`src/rtl/game_sequencer.sv`:
```
// Round controller for the memorization game: latches targets, sequences show/enter/check/result, keeps score and lives.
// Optional build macro GAME_SPEEDUP_EN shortens the show phase as the score grows.
module game_sequencer #(
    parameter int SHOW_TICKS   = 6,
    parameter int RESULT_TICKS = 4,
    parameter int LIVES        = 3,
    parameter int SCORE_W      = 8
) (
    input  logic               clk,
    input  logic               rst,
    input  logic               blinkTick,
    input  logic               start,
    input  logic               submit,
    input  logic [15:0]        randInt,
    input  logic               correct,
    output logic [15:0]        targetInt,
    output logic               displayPhase,
    output logic               inputReady,
    output logic               lastCorrect,
    output logic [SCORE_W-1:0] score,
    output logic [1:0]         livesLeft,
    output logic               gameOver
);

    localparam int CNT_MAX = (SHOW_TICKS > RESULT_TICKS) ? SHOW_TICKS : RESULT_TICKS;
    localparam int CNT_W   = $clog2(CNT_MAX + 1);

    localparam logic [2:0] S_IDLE   = 3'd0;
    localparam logic [2:0] S_SHOW   = 3'd1;
    localparam logic [2:0] S_ENTER  = 3'd2;
    localparam logic [2:0] S_CHECK  = 3'd3;
    localparam logic [2:0] S_RESULT = 3'd4;
    localparam logic [2:0] S_OVER   = 3'd5;

    localparam logic [CNT_W-1:0]   CNT_ONE    = CNT_W'(1);
    localparam logic [CNT_W-1:0]   CNT_SHOW   = CNT_W'(SHOW_TICKS);
    localparam logic [CNT_W-1:0]   CNT_RESULT = CNT_W'(RESULT_TICKS);
    localparam logic [SCORE_W-1:0] SCORE_ONE  = SCORE_W'(1);
    localparam logic [1:0]         LIVES_INIT = 2'(LIVES);

    logic [2:0]         state_reg, state_next;
    logic [CNT_W-1:0]   cnt_reg, cnt_next;
    logic [15:0]        target_reg, target_next;
    logic [SCORE_W-1:0] score_reg, score_next;
    logic [1:0]         lives_reg, lives_next;
    logic               last_reg, last_next;
    logic               disp_reg, ready_reg, over_reg;
    logic [CNT_W-1:0]   show_len;

`ifdef GAME_SPEEDUP_EN
    // Show length for the next round: max(2, SHOW_TICKS - score), using the already-updated score.
    logic [31:0] score_ext;
    assign score_ext = 32'(score_reg);

    always_comb begin
        show_len = CNT_W'(2);
        if (score_ext + 32'd2 < 32'(SHOW_TICKS)) begin
            show_len = CNT_W'(32'(SHOW_TICKS) - score_ext);
        end
    end
`else
    assign show_len = CNT_SHOW;
`endif

    always_comb begin
        state_next  = state_reg;
        cnt_next    = cnt_reg;
        target_next = target_reg;
        score_next  = score_reg;
        lives_next  = lives_reg;
        last_next   = last_reg;

        case (state_reg)
            S_IDLE: begin
                if (start) begin
                    target_next = randInt;
                    cnt_next    = show_len;
                    state_next  = S_SHOW;
                end
            end

            S_SHOW: begin
                if (blinkTick) begin
                    if (cnt_reg <= CNT_ONE) begin
                        cnt_next   = '0;
                        state_next = S_ENTER;
                    end else begin
                        cnt_next = cnt_reg - CNT_ONE;
                    end
                end
            end

            S_ENTER: begin
                if (submit) begin
                    state_next = S_CHECK;
                end
            end

            S_CHECK: begin
                if (correct) begin
                    if (score_reg != '1) begin
                        score_next = score_reg + SCORE_ONE;
                    end
                    last_next = 1'b1;
                end else begin
                    if (lives_reg != 2'd0) begin
                        lives_next = lives_reg - 2'd1;
                    end
                    last_next = 1'b0;
                end
                cnt_next   = CNT_RESULT;
                state_next = S_RESULT;
            end

            S_RESULT: begin
                if (blinkTick) begin
                    if (cnt_reg <= CNT_ONE) begin
                        if (lives_reg == 2'd0) begin
                            cnt_next   = '0;
                            state_next = S_OVER;
                        end else begin
                            target_next = randInt;
                            cnt_next    = show_len;
                            state_next  = S_SHOW;
                        end
                    end else begin
                        cnt_next = cnt_reg - CNT_ONE;
                    end
                end
            end

            S_OVER: begin
                // Score is being cleared on this edge, so the new game starts at full show length.
                if (start) begin
                    score_next  = '0;
                    lives_next  = LIVES_INIT;
                    target_next = randInt;
                    cnt_next    = CNT_SHOW;
                    state_next  = S_SHOW;
                end
            end

            default: begin
                state_next = S_IDLE;
                cnt_next   = '0;
            end
        endcase
    end

    // Phase flags are registered from the next state so they change on the same edge as the state.
    always_ff @(posedge clk) begin
        if (!rst) begin
            state_reg  <= S_IDLE;
            cnt_reg    <= '0;
            target_reg <= '0;
            score_reg  <= '0;
            lives_reg  <= LIVES_INIT;
            last_reg   <= 1'b0;
            disp_reg   <= 1'b0;
            ready_reg  <= 1'b0;
            over_reg   <= 1'b0;
        end else begin
            state_reg  <= state_next;
            cnt_reg    <= cnt_next;
            target_reg <= target_next;
            score_reg  <= score_next;
            lives_reg  <= lives_next;
            last_reg   <= last_next;
            disp_reg   <= (state_next == S_SHOW);
            ready_reg  <= (state_next == S_RESULT) || (state_next == S_OVER);
            over_reg   <= (state_next == S_OVER);
        end
    end

    assign targetInt    = target_reg;
    assign displayPhase = disp_reg;
    assign inputReady   = ready_reg;
    assign lastCorrect  = last_reg;
    assign score        = score_reg;
    assign livesLeft    = lives_reg;
    assign gameOver     = over_reg;

endmodule

```
`config.mk`:
```
export PLATFORM = sky130hd
export DESIGN_NAME = game_sequencer
export DESIGN_NICKNAME = d
export VERILOG_FILES = /design/src/rtl/game_sequencer.sv
export SDC_FILE = /design/constraint.sdc
export NUM_CORES = 1
export LEC_CHECK = 0
export ABC_CLOCK_PERIOD_IN_PS = 2900
export BUFFER_PORTS_ARGS = -buffer_cell sky130_fd_sc_hd__buf_4
export CAP_MARGIN = 10
export CORE_MARGIN = 5
export CORE_UTILIZATION = 52
export DETAILED_ROUTE_END_ITERATION = 8
export GPL_TIMING_DRIVEN = 0
export PLACE_DENSITY = 0.77
export SYNTH_ARGS = -nofsm -noshare
export SYNTH_HDL_FRONTEND = slang
export SYNTH_SLANG_ARGS = --single-unit
```
`constraint.sdc`:
```
create_clock -name clk -period 2.9 [get_ports clk]
set_input_delay 0.435 -clock clk [delete_from_list [all_inputs] [get_ports clk]]
set_output_delay 0.435 -clock clk [all_outputs]
set_load 0.02 [all_outputs]
```
==> impl_metrics.py, run 1 <==
metrics = {
    "run_status": {
        "status": "finished clean",
    },
    "detailed_routing": {
        "vias": 1717,
        "drt_drc_violations_left": 0,
        "initialDrtViolationCount": 163,
        "first_pass_iteration_count_of_the_detailed_router": 5,
        "route.final.wire_length_um": 4320,
        "ant_nets": 0,
        "routedWlPerCell_um": 13.2,
        "post_drt_via_cell_ratio": 5.25,
    },
    "finish": {
        "most_frequent_cells_in_the_layout": "51 x sky130_fd_sc_hd__buf_4, 47 x sky130_fd_sc_hd__nand2_1, 36 x sky130_fd_sc_hd__dfxtp_1, 24 x sky130_fd_sc_hd__mux2i_1, 10 x sky130_fd_sc_hd__nor2_1",
        "antennaDiodeCount": 0,
        "largest_register_ffs": 16,
        "instances_no_fill": 327,
        "final_common_cell": "sky130_fd_sc_hd__buf_4",
        "layout.nets": 304,
        "final_layout_size_suffix_gt1_frac": 0.237,
        "area_growth_pct": 27.4,
    },
    "pwr": {
        "combPwrFrac": 0.248,
        "internal_power_uw": 845,
        "peak_ir_drop_on_the_vdd_network_uv": 355,
        "total_power_mw": 1.20,
        "cellPowerDensity_mw_per_mm2": 496,
        "leakage_power_figure_nw": 1.09,
        "switching_fraction": 0.293,
        "p_clk_frac": 0.291,
        "p_sw_uw": 351,
        "share_seq_of_total_power": 0.461,
    },
    "global_route": {
        "wire_length_of_the_first_global_routing_pass_um": 7310,
        "globalRoute.totalOverflow": 0,
        "grt_use_total": 0.178,
        "antenna_found_initial": 0,
        "globalRoute.busiestLayer": "met2",
        "grt_max_degree": 12,
        "grt.met3_usage": 0.0475,
        "globalRouteMet2Util": 0.281,
        "grt_pass1_vias": 1600,
        "use_met1": 0.236,
    },
    "logic_synthesis": {
        "synth-seq-cells": 36,
        "synth_cell_types": 49,
        "yosysSeqAreaShare": 0.381,
        "ys.flop_type": "sky130_fd_sc_hd__dfxtp_1",
        "mappedNetlistArea_mm2": 0.00189,
        "synth.net_count": 246,
        "postSynthCellCount": 220,
        "synth.yosys.warnings": 0,
        "synthArstFlopShare": 0,
        "synth-edff-count": 0,
        "average_instance_area_after_synthesis_um2": 8.60,
    },
    "floorplanning": {
        "die_area_mm2": 0.00494,
        "initial_utilization": 0.529,
        "fp.dieH_um": 70.3,
        "num_rows": 22,
        "area_of_the_placeable_core_mm2": 0.00358,
        "ioPinCount": 52,
        "fp.dieW_um": 70.3,
    },
    "worst_hold_path": {
        "hold_class": "input pin to flop",
        "hold-path-cell-count": 3,
        "holdPathEnd": "targetInt[13]",
        "timing.hold.worst.start": "randInt[13]",
    },
    "job": {
        "cap_violations": 0,
    },
    "placement": {
        "detailed_place_hpwl_um": 3170,
        "gpl.final_weighted_congestion": 0.859,
        "portBuffers": 51,
        "dp_cells": 319,
    },
    "sta": {
        "setup_tns_ns": 0,
        "setup_viol": 0,
        "timing_max_transition_violations_final": 0,
        "worstMarginPinSlew_ns": 0.546,
        "slew-limit-headroom": 0.636,
        "report.final.hold_viol_count": 0,
        "timing.fmax_mhz": 424,
        "grt_setup_unrepaired": "no",
        "tcrit_tclk_final": 0.813,
        "period_needed_ns": 2.36,
        "fin_worst_skew_ns": 0.00839,
    },
    "clock_tree": {
        "post_cts_resized": 0,
        "cts_root_buf": "sky130_fd_sc_hd__clkbuf_4",
        "number_of_buffers_created_by_cts": 5,
        "cts.sinks": 36,
        "worstSkewPairLatency_ns": 0.34,
        "cts_max_level": 2,
        "cts-root-to-sink-buffers": 2,
        "cts.repair_timing.setup_buffer_count": 0,
        "ctsHoldBuffers": 0,
        "clkTransAtPathRegs_ns": 0.11,
        "cts_tree": "yes",
    },
    "worst_setup_path": {
        "reg2regPathDepth": 6,
        "r2r_slack_ns": 0.54,
        "worstPathRequired_ns": 3.17,
        "crit_path_end_kind": "flop",
        "worst_ep_arrival_ns": 2.63,
        "critPathKind": "flop to flop",
        "setup.worst_path.start": "cnt_reg[0]",
        "reg2reg_from": "cnt_reg[0]",
        "r2r-end": "targetInt[1]",
        "cp-start-kind": "flop",
        "cp_max_fo": 10,
    },
}
[synth_stat cells, drive strengths merged (4+ instances only)]
library cell	number	area, µm²
buf	7	41.3
clkbuf	6	22.5
dfxtp	36	721
ha	4	50.1
inv	7	26.3
mux2i	24	240
nand2	47	176
nand2b	5	31.3
nand3	4	20.0
nand3b	4	30.0
nor2	10	37.5
nor3	6	30.0
o21ai	7	35.0
or3	5	31.3
[metrics by stage]
stage                     setup WS (ns)  cell area, µm²  hold WS [ns]  utilization
final                             0.542            2410         0.345        0.674
after global routing              0.417            2410         0.332        0.674
after CTS                         0.539            2410         0.336        0.674
after detailed placement          0.574            2330         0.450        0.652
after global placement            0.613            2330         0.444        0.652
after floorplan                   0.724            1890         0.492            -
[worst max-delay path, stage by stage, from the launching register on]
cell and delay (ns):
sky130_fd_sc_hd__dfxtp_1 0.45, sky130_fd_sc_hd__ha_1 0.20, sky130_fd_sc_hd__o21ba_1 0.21, sky130_fd_sc_hd__or4_4 0.46, sky130_fd_sc_hd__o32ai_4 0.54, sky130_fd_sc_hd__buf_8 0.23
sky130_fd_sc_hd__mux2i_1 0.19
[metal layers]
layer | part of all wire | vias to the layer above | routed length, µm
li1 | - | 902 | -
met1 | 0.46 | 773 | 2010
met2 | 0.48 | 38 | 2080
met3 | 0.048 | 4 | 206
met4 | 0.0067 | 0 | 29
met5 | 0 | - | 0
[final cells by class]
class                           instances  area [µm²]
Buffer                                 13        63.8
Clock buffer                            6        41.3
Clock inverter                          2        35.0
Fill cell                             313        1170
Inverter                                7        26.3
Multi-Input combinational cell        164        1080
Sequential cell                        36         721
Tap cell                               48        60.1
Timing Repair Buffer                   51         383
[worst max-delay path by stage]
stage          depth (start not counted)           end
2_1_floorplan                          6  targetInt[0]
3_3_place_gp                           6  targetInt[1]
3_5_place_dp                           6  targetInt[1]
4_1_cts                                6  targetInt[1]
5_1_grt                                6  targetInt[3]
6_report                               6  targetInt[1]
[power groups by stage]
stage / Sequential, mW / Clock (mW) / Combinational (mW)
global route: 0.557 / 0.377 / 0.322
finish: 0.551 / 0.348 / 0.297
CTS: 0.552 / 0.355 / 0.297
detailed placement: 0.563 / 0 / 0.296
floorplan: 0.589 / 0 / 0.172
global placement: 0.561 / 0 / 0.295
[kinds of logic (layout without fill, tap and decap cells)]
kind of cell,after synthesis,count (layout),synth area share
adder cells (fa/ha/maj),4,4,0.0265
flip-flops,36,36,0.381
AO/OA/AOI/OAI,34,34,0.142
multiplexers,24,24,0.127
buffers and inverters,20,79,0.0476
XOR/XNOR,2,2,0.00926
AND/OR/NAND/NOR,100,100,0.267
(Power assumes the default switching activity.)
==> inputs of run 2 (changes only) <==
ABC_AREA = 1   (was default)
ABC_CLOCK_PERIOD_IN_PS = 2400   (was 2900)
CORE_UTILIZATION = 51   (was 52)
PLACE_DENSITY = 0.76   (was 0.77)
clock period = 2.4 ns   (was 2.9 ns; I/O delays follow)
==> run 2 against run 1 <==
Sequential power up 45%. Critical endpoint is now targetInt[2]. Power up 72%. Fmax increased by 33%. Cell count is 8.9% higher.
==> impl_metrics.py, run 2 <==
metrics = {
    "run_status": {
        "status": "finished clean",
    },
    "worst_setup_path": {
        "critPathKind": "flop to flop",
        "cp-start-kind": "flop",
        "worst_ep_arrival_ns": 2.03,
        "crit_path_end_kind": "flop",
        "worstPathRequired_ns": 2.65,
        "cp_max_fo": 10,
    },
    "floorplanning": {
        "die_area_mm2": 0.00490,
        "num_rows": 21,
        "initial_utilization": 0.537,
        "area_of_the_placeable_core_mm2": 0.00342,
        "fp.dieW_um": 70.0,
        "ioPinCount": 52,
        "fp.dieH_um": 70.0,
    },
    "global_route": {
        "grt_use_total": 0.180,
        "grt_pass1_vias": 1613,
        "grt_max_degree": 13,
        "antenna_found_initial": 0,
        "globalRoute.totalOverflow": 0,
        "wire_length_of_the_first_global_routing_pass_um": 7250,
    },
    "clock_tree": {
        "number_of_buffers_created_by_cts": 5,
        "worstSkewPairLatency_ns": 0.34,
        "cts_root_buf": "sky130_fd_sc_hd__clkbuf_4",
        "cts_max_level": 2,
        "cts_tree": "yes",
        "ctsHoldBuffers": 0,
        "cts-root-to-sink-buffers": 2,
        "post_cts_resized": 0,
        "cts.repair_timing.setup_buffer_count": 0,
        "cts.sinks": 36,
        "clkTransAtPathRegs_ns": 0.11,
    },
    "logic_synthesis": {
        "synthArstFlopShare": 0,
        "ys.flop_type": "sky130_fd_sc_hd__dfxtp_1",
        "netlist.top_cell.by_area": "sky130_fd_sc_hd__dfxtp_1",
        "mappedNetlistArea_mm2": 0.00184,
        "ys_top_cells_by_count": "38 x sky130_fd_sc_hd__nand2_1, 36 x sky130_fd_sc_hd__dfxtp_1, 35 x sky130_fd_sc_hd__nor2_1",
        "postSynthCellCount": 251,
        "synth_cell_types": 31,
        "synth.yosys.warnings": 0,
        "yosys.cell_count.top_type": "sky130_fd_sc_hd__nand2_1",
        "average_instance_area_after_synthesis_um2": 7.31,
        "synth_largest_type_area_fraction": 0.393,
        "yosysSeqAreaShare": 0.393,
        "post_synth_main_area_contributors": "sky130_fd_sc_hd__dfxtp_1 39%, sky130_fd_sc_hd__nand2_1 7.8%, sky130_fd_sc_hd__nor2_1 7.2%, sky130_fd_sc_hd__inv_1 5.1%, sky130_fd_sc_hd__nand3_1 4.9%",
        "synth.net_count": 277,
        "synth-edff-count": 0,
        "synth-seq-cells": 36,
    },
    "placement": {
        "portBuffers": 51,
        "gpl.final_weighted_congestion": 0.824,
        "detailed_place_hpwl_um": 3210,
        "postPlaceCellArea_mm2": 0.00228,
        "dp_cells": 348,
    },
    "finish": {
        "most_frequent_cells_in_the_layout": "51 x sky130_fd_sc_hd__buf_4, 38 x sky130_fd_sc_hd__nand2_1, 36 x sky130_fd_sc_hd__dfxtp_1, 35 x sky130_fd_sc_hd__nor2_1, 25 x sky130_fd_sc_hd__inv_1",
        "final_layout_size_suffix_gt1_frac": 0.281,
        "fin_util": 0.690,
        "layout.nets": 335,
        "instances_no_fill": 356,
        "area_growth_pct": 28.4,
        "largest_register_ffs": 16,
        "antennaDiodeCount": 0,
        "final_common_cell": "sky130_fd_sc_hd__buf_4",
        "layout.cell_area.non_filler_mm2": 0.00236,
    },
    "detailed_routing": {
        "post_drt_via_cell_ratio": 4.97,
        "ant_nets": 0,
        "route.final.wire_length_um": 4240,
        "initialDrtViolationCount": 63,
        "routedWlPerCell_um": 11.9,
        "vias": 1770,
        "drt_drc_violations_left": 0,
        "first_pass_iteration_count_of_the_detailed_router": 5,
    },
    "sta": {
        "timing_max_transition_violations_final": 0,
        "fin_worst_skew_ns": 0.00316,
        "report.final.hold_viol_count": 0,
        "slew-limit-headroom": 0.708,
        "setup_tns_ns": 0,
        "setup_viol": 0,
        "worstMarginPinSlew_ns": 0.438,
        "tcrit_tclk_final": 0.741,
        "period_needed_ns": 1.78,
        "grt_setup_unrepaired": "no",
        "timing.fmax_mhz": 562,
    },
    "pwr": {
        "cellPowerDensity_mw_per_mm2": 872,
        "total_power_mw": 2.05,
        "peak_ir_drop_on_the_vdd_network_uv": 583,
        "leakage_power_figure_nw": 1.14,
    },
    "worst_hold_path": {
        "hold_class": "input pin to flop",
    },
    "job": {
        "cap_violations": 0,
    },
}
## run 2: cell types whose count changed in the layout (fill, tap and decap cells not counted), sizes merged, moves of 6 or more
cell,before,now
mux2i,24,0
a21oi,3,11
clkbuf,12,6
nand3,4,20
inv,7,29
nor2,10,41
nor3,6,18
o21ai,7,22
## run 2: where the power goes
part | internal (mW) | switching, mW | total [mW]
Clock | 0.217 | 0.216 | 0.433
Sequential | 0.714 | 0.0833 | 0.797
Combinational | 0.320 | 0.503 | 0.823
Total | 1.25 | 0.802 | 2.05
## run 2: worst paths after layout
check | from | end | slack, ns | depth (start not counted)
worst max register to register | cnt_reg[1] | targetInt[2] | 0.62 | 9
worst max-delay path | cnt_reg[1] | targetInt[2] | 0.62 | 9
worst min-delay path | randInt[14] | targetInt[14] | 0.24 | 3
worst min register to register | livesLeft[1] | livesLeft[1] | 0.51 | 2
## run 2: through the flow
stage                     setup slack (ns)  hold slack, ns
after floorplan                      0.894           0.471
after global placement               0.695           0.476
after detailed placement             0.687           0.486
after CTS                            0.621           0.227
after global routing                 0.473           0.200
final                                0.622           0.237
## run 2: cell type report
type | count | area [µm²]
timing repair buffer | 51 | 383
buffer | 5 | 30.0
inverter | 30 | 113
fill | 294 | 1060
multi-input combinational | 180 | 972
sequential | 36 | 721
clock inverter | 3 | 42.5
clock buffer | 5 | 37.5
tap | 46 | 57.6
## run 2: worst max-delay path, stage by stage, from the launching register on
cell and delay [ns]:
sky130_fd_sc_hd__dfxtp_1 0.41, sky130_fd_sc_hd__inv_1 0.08, sky130_fd_sc_hd__ha_1 0.20, sky130_fd_sc_hd__nand2_1 0.10
sky130_fd_sc_hd__nand2_2 0.11, sky130_fd_sc_hd__a21oi_4 0.32, sky130_fd_sc_hd__nor2_4 0.10, sky130_fd_sc_hd__buf_6 0.16
sky130_fd_sc_hd__o21ai_1 0.14, sky130_fd_sc_hd__nor2_1 0.05
## run 2: cell families (layout without fill, tap and decap cells)
family | count (synthesis) | count (layout) | synth area share
AND/OR/NAND/NOR | 134 | 134 | 0.362
AO/OA/AOI/OAI | 37 | 37 | 0.117
flip-flops | 36 | 36 | 0.393
buffers and inverters | 35 | 94 | 0.0777
XOR/XNOR | 5 | 5 | 0.0239
adder cells (fa/ha/maj) | 4 | 4 | 0.0273
## run 2: layer usage
metal,wire length [µm],part of all wire,global-route usage
met1,2000,0.47,0.223
met2,1880,0.44,0.291
met3,312,0.074,0.0689
met4,54,0.013,0.0511
met5,0,0,0
==> inputs of run 3 (changes only) <==
ABC_CLOCK_PERIOD_IN_PS = 1700   (was 2400)
clock period = 1.7 ns   (was 2.4 ns; I/O delays follow)
==> run 3 against run 2 <==
Core utilization increased by 0.88 points. Power grew 43%. Setup slack worse by 0.49 ns. Sequential cell count unchanged. Critical endpoint is now targetInt[6]. Highest routed layer unchanged.
==> impl_metrics.py, run 3 (same netlist as run 2, synthesis figures left out) <==
metrics = {
    "detailed_routing": {
        "first_pass_iteration_count_of_the_detailed_router": 4,
        "route.final.wire_length_um": 4290,
        "initialDrtViolationCount": 60,
        "routedWlPerCell_um": 12.0,
        "drt_drc_violations_left": 0,
        "vias": 1781,
        "ant_nets": 0,
        "post_drt_via_cell_ratio": 4.97,
    },
    "worst_setup_path": {
        "stages_on_the_worst_setup_path": 9,
        "critical-path-max-stage-delay_ns": 0.37,
        "worst_ep_arrival_ns": 1.82,
        "ordered_list_of_cells_on_the_worst_path": "inv_1 > ha_1 > nand2_2 > nand2_4 > a21oi_4 > nor2_4 > buf_6 > o21ai_1 > nor2_1",
        "cp_num_buf_inv": 2,
        "critical-path-top-delay-family": "flip-flops",
        "worstPathRequired_ns": 1.95,
        "critPathKind": "flop to flop",
        "reg2regPathDepth": 9,
        "crit_path_end_kind": "flop",
        "cp-start-kind": "flop",
        "cp_max_fo": 10,
        "critPathSlowestCell": "sky130_fd_sc_hd__dfxtp_2",
    },
    "floorplanning": {
        "num_rows": 21,
        "fp.dieH_um": 70.0,
        "fp.dieW_um": 70.0,
        "ioPinCount": 52,
        "area_of_the_placeable_core_mm2": 0.00342,
        "die_area_mm2": 0.00490,
        "initial_utilization": 0.537,
    },
    "sta": {
        "finalWorstSetupSlack_ns": 0.133,
        "fin_worst_skew_ns": 0.00309,
        "setup_tns_ns": 0,
        "report.final.hold_viol_count": 0,
        "timing.fmax_mhz": 638,
        "tcrit_tclk_final": 0.922,
        "slew-limit-headroom": 0.705,
        "timing_max_transition_violations_final": 0,
        "timing.hold.ws_ns": 0.132,
        "worstMarginPinSlew_ns": 0.443,
        "period_needed_ns": 1.57,
        "setup_viol": 0,
        "grt_setup_unrepaired": "no",
    },
    "placement": {
        "portBuffers": 51,
        "post-place-ws_ns": -0.0134,
        "detailed_place_hpwl_um": 3210,
        "postPlaceCellArea_mm2": 0.00228,
        "dp_cells": 348,
        "gpl.final_weighted_congestion": 0.824,
    },
    "clock_tree": {
        "cts_max_level": 2,
        "cts_root_buf": "sky130_fd_sc_hd__clkbuf_4",
        "cts.sinks": 36,
        "number_of_buffers_created_by_cts": 5,
        "clkTransAtPathRegs_ns": 0.12,
        "ctsHoldBuffers": 0,
        "cts_tree": "yes",
        "cts-root-to-sink-buffers": 2,
        "worstSkewPairLatency_ns": 0.34,
    },
    "worst_hold_path": {
        "hold-path-cell-count": 3,
        "hold_class": "input pin to flop",
    },
    "run_status": {
        "status": "finished clean",
    },
    "finish": {
        "largest_register_ffs": 16,
        "instances_no_fill": 358,
        "fin_util": 0.699,
        "area_growth_pct": 30.0,
        "layout.cell_area.non_filler_mm2": 0.00239,
        "layout.nets": 337,
        "most_frequent_cells_in_the_layout": "53 x sky130_fd_sc_hd__buf_4, 36 x sky130_fd_sc_hd__nand2_1, 35 x sky130_fd_sc_hd__nor2_1, 35 x sky130_fd_sc_hd__dfxtp_1, 25 x sky130_fd_sc_hd__inv_1",
        "nFillCells": 293,
        "final_layout_size_suffix_gt1_frac": 0.298,
        "antennaDiodeCount": 0,
        "final_common_cell": "sky130_fd_sc_hd__buf_4",
    },
    "pwr": {
        "peak_ir_drop_on_the_vdd_network_uv": 814,
        "total_power_mw": 2.93,
        "cellPowerDensity_mw_per_mm2": 1230,
        "leakage_power_figure_nw": 1.15,
    },
    "job": {
        "cap_violations": 0,
    },
    "global_route": {
        "grt_max_degree": 13,
        "globalRoute.totalOverflow": 0,
        "grt_use_total": 0.180,
        "antenna_found_initial": 0,
        "grt_pass1_vias": 1613,
        "wire_length_of_the_first_global_routing_pass_um": 7270,
    },
}
run 3: what timing repair did:
| action | 4_1_cts | 5_1_grt |
|---|---|---|
| setup buffers | 2 | 0 |
| pin swaps | 1 | 2 |
| setup endpoints to repair | 10 | 16 |
| resized for setup | 1 | 4 |
run 3: final timing paths:
check | start | end | slack (ns)
hold / removal | randInt[10] | targetInt[10] | 0.13
setup reg to reg | cnt_reg[1] | targetInt[6] | 0.13
setup / recovery | cnt_reg[1] | targetInt[6] | 0.13
hold reg to reg | cnt_reg[1] | cnt_reg[1] | 0.50
run 3: layer usage:
layer  routed length, µm  track usage  share of wire  vias up
met3                 339       0.0689          0.079        5
li1                    -            -              -      941
met5                   0            0              0        -
met1                1970        0.225           0.46      783
met4                  41       0.0511         0.0096        0
met2                1930        0.291           0.45       52
run 3: layout make-up:
class,instances,area (µm²),share of cell area
inverter,30,113,0.0472
clock inverter,3,42.5,0.0178
timing repair buffer,53,398,0.167
sequential,36,722,0.303
clock buffer,5,37.5,0.0157
multi-input combinational,180,986,0.413
tap,46,57.6,0.0241
buffer,5,30.0,0.0126
run 3: worst register-to-register path, delay by kind of cell (launching register included):
family | cells | cell delay (ns)
and+or+nand+nor | 4 | 0.32
AOI/OAI and AO/OA | 2 | 0.35
adders and majority gates | 1 | 0.21
buffers and inverters | 2 | 0.22
DFF | 1 | 0.37
run 3: power by group:
group | switching, mW | internal [mW]
Combinational | 0.720 | 0.465
Sequential | 0.118 | 1.01
Clock | 0.313 | 0.306
Total | 1.15 | 1.78
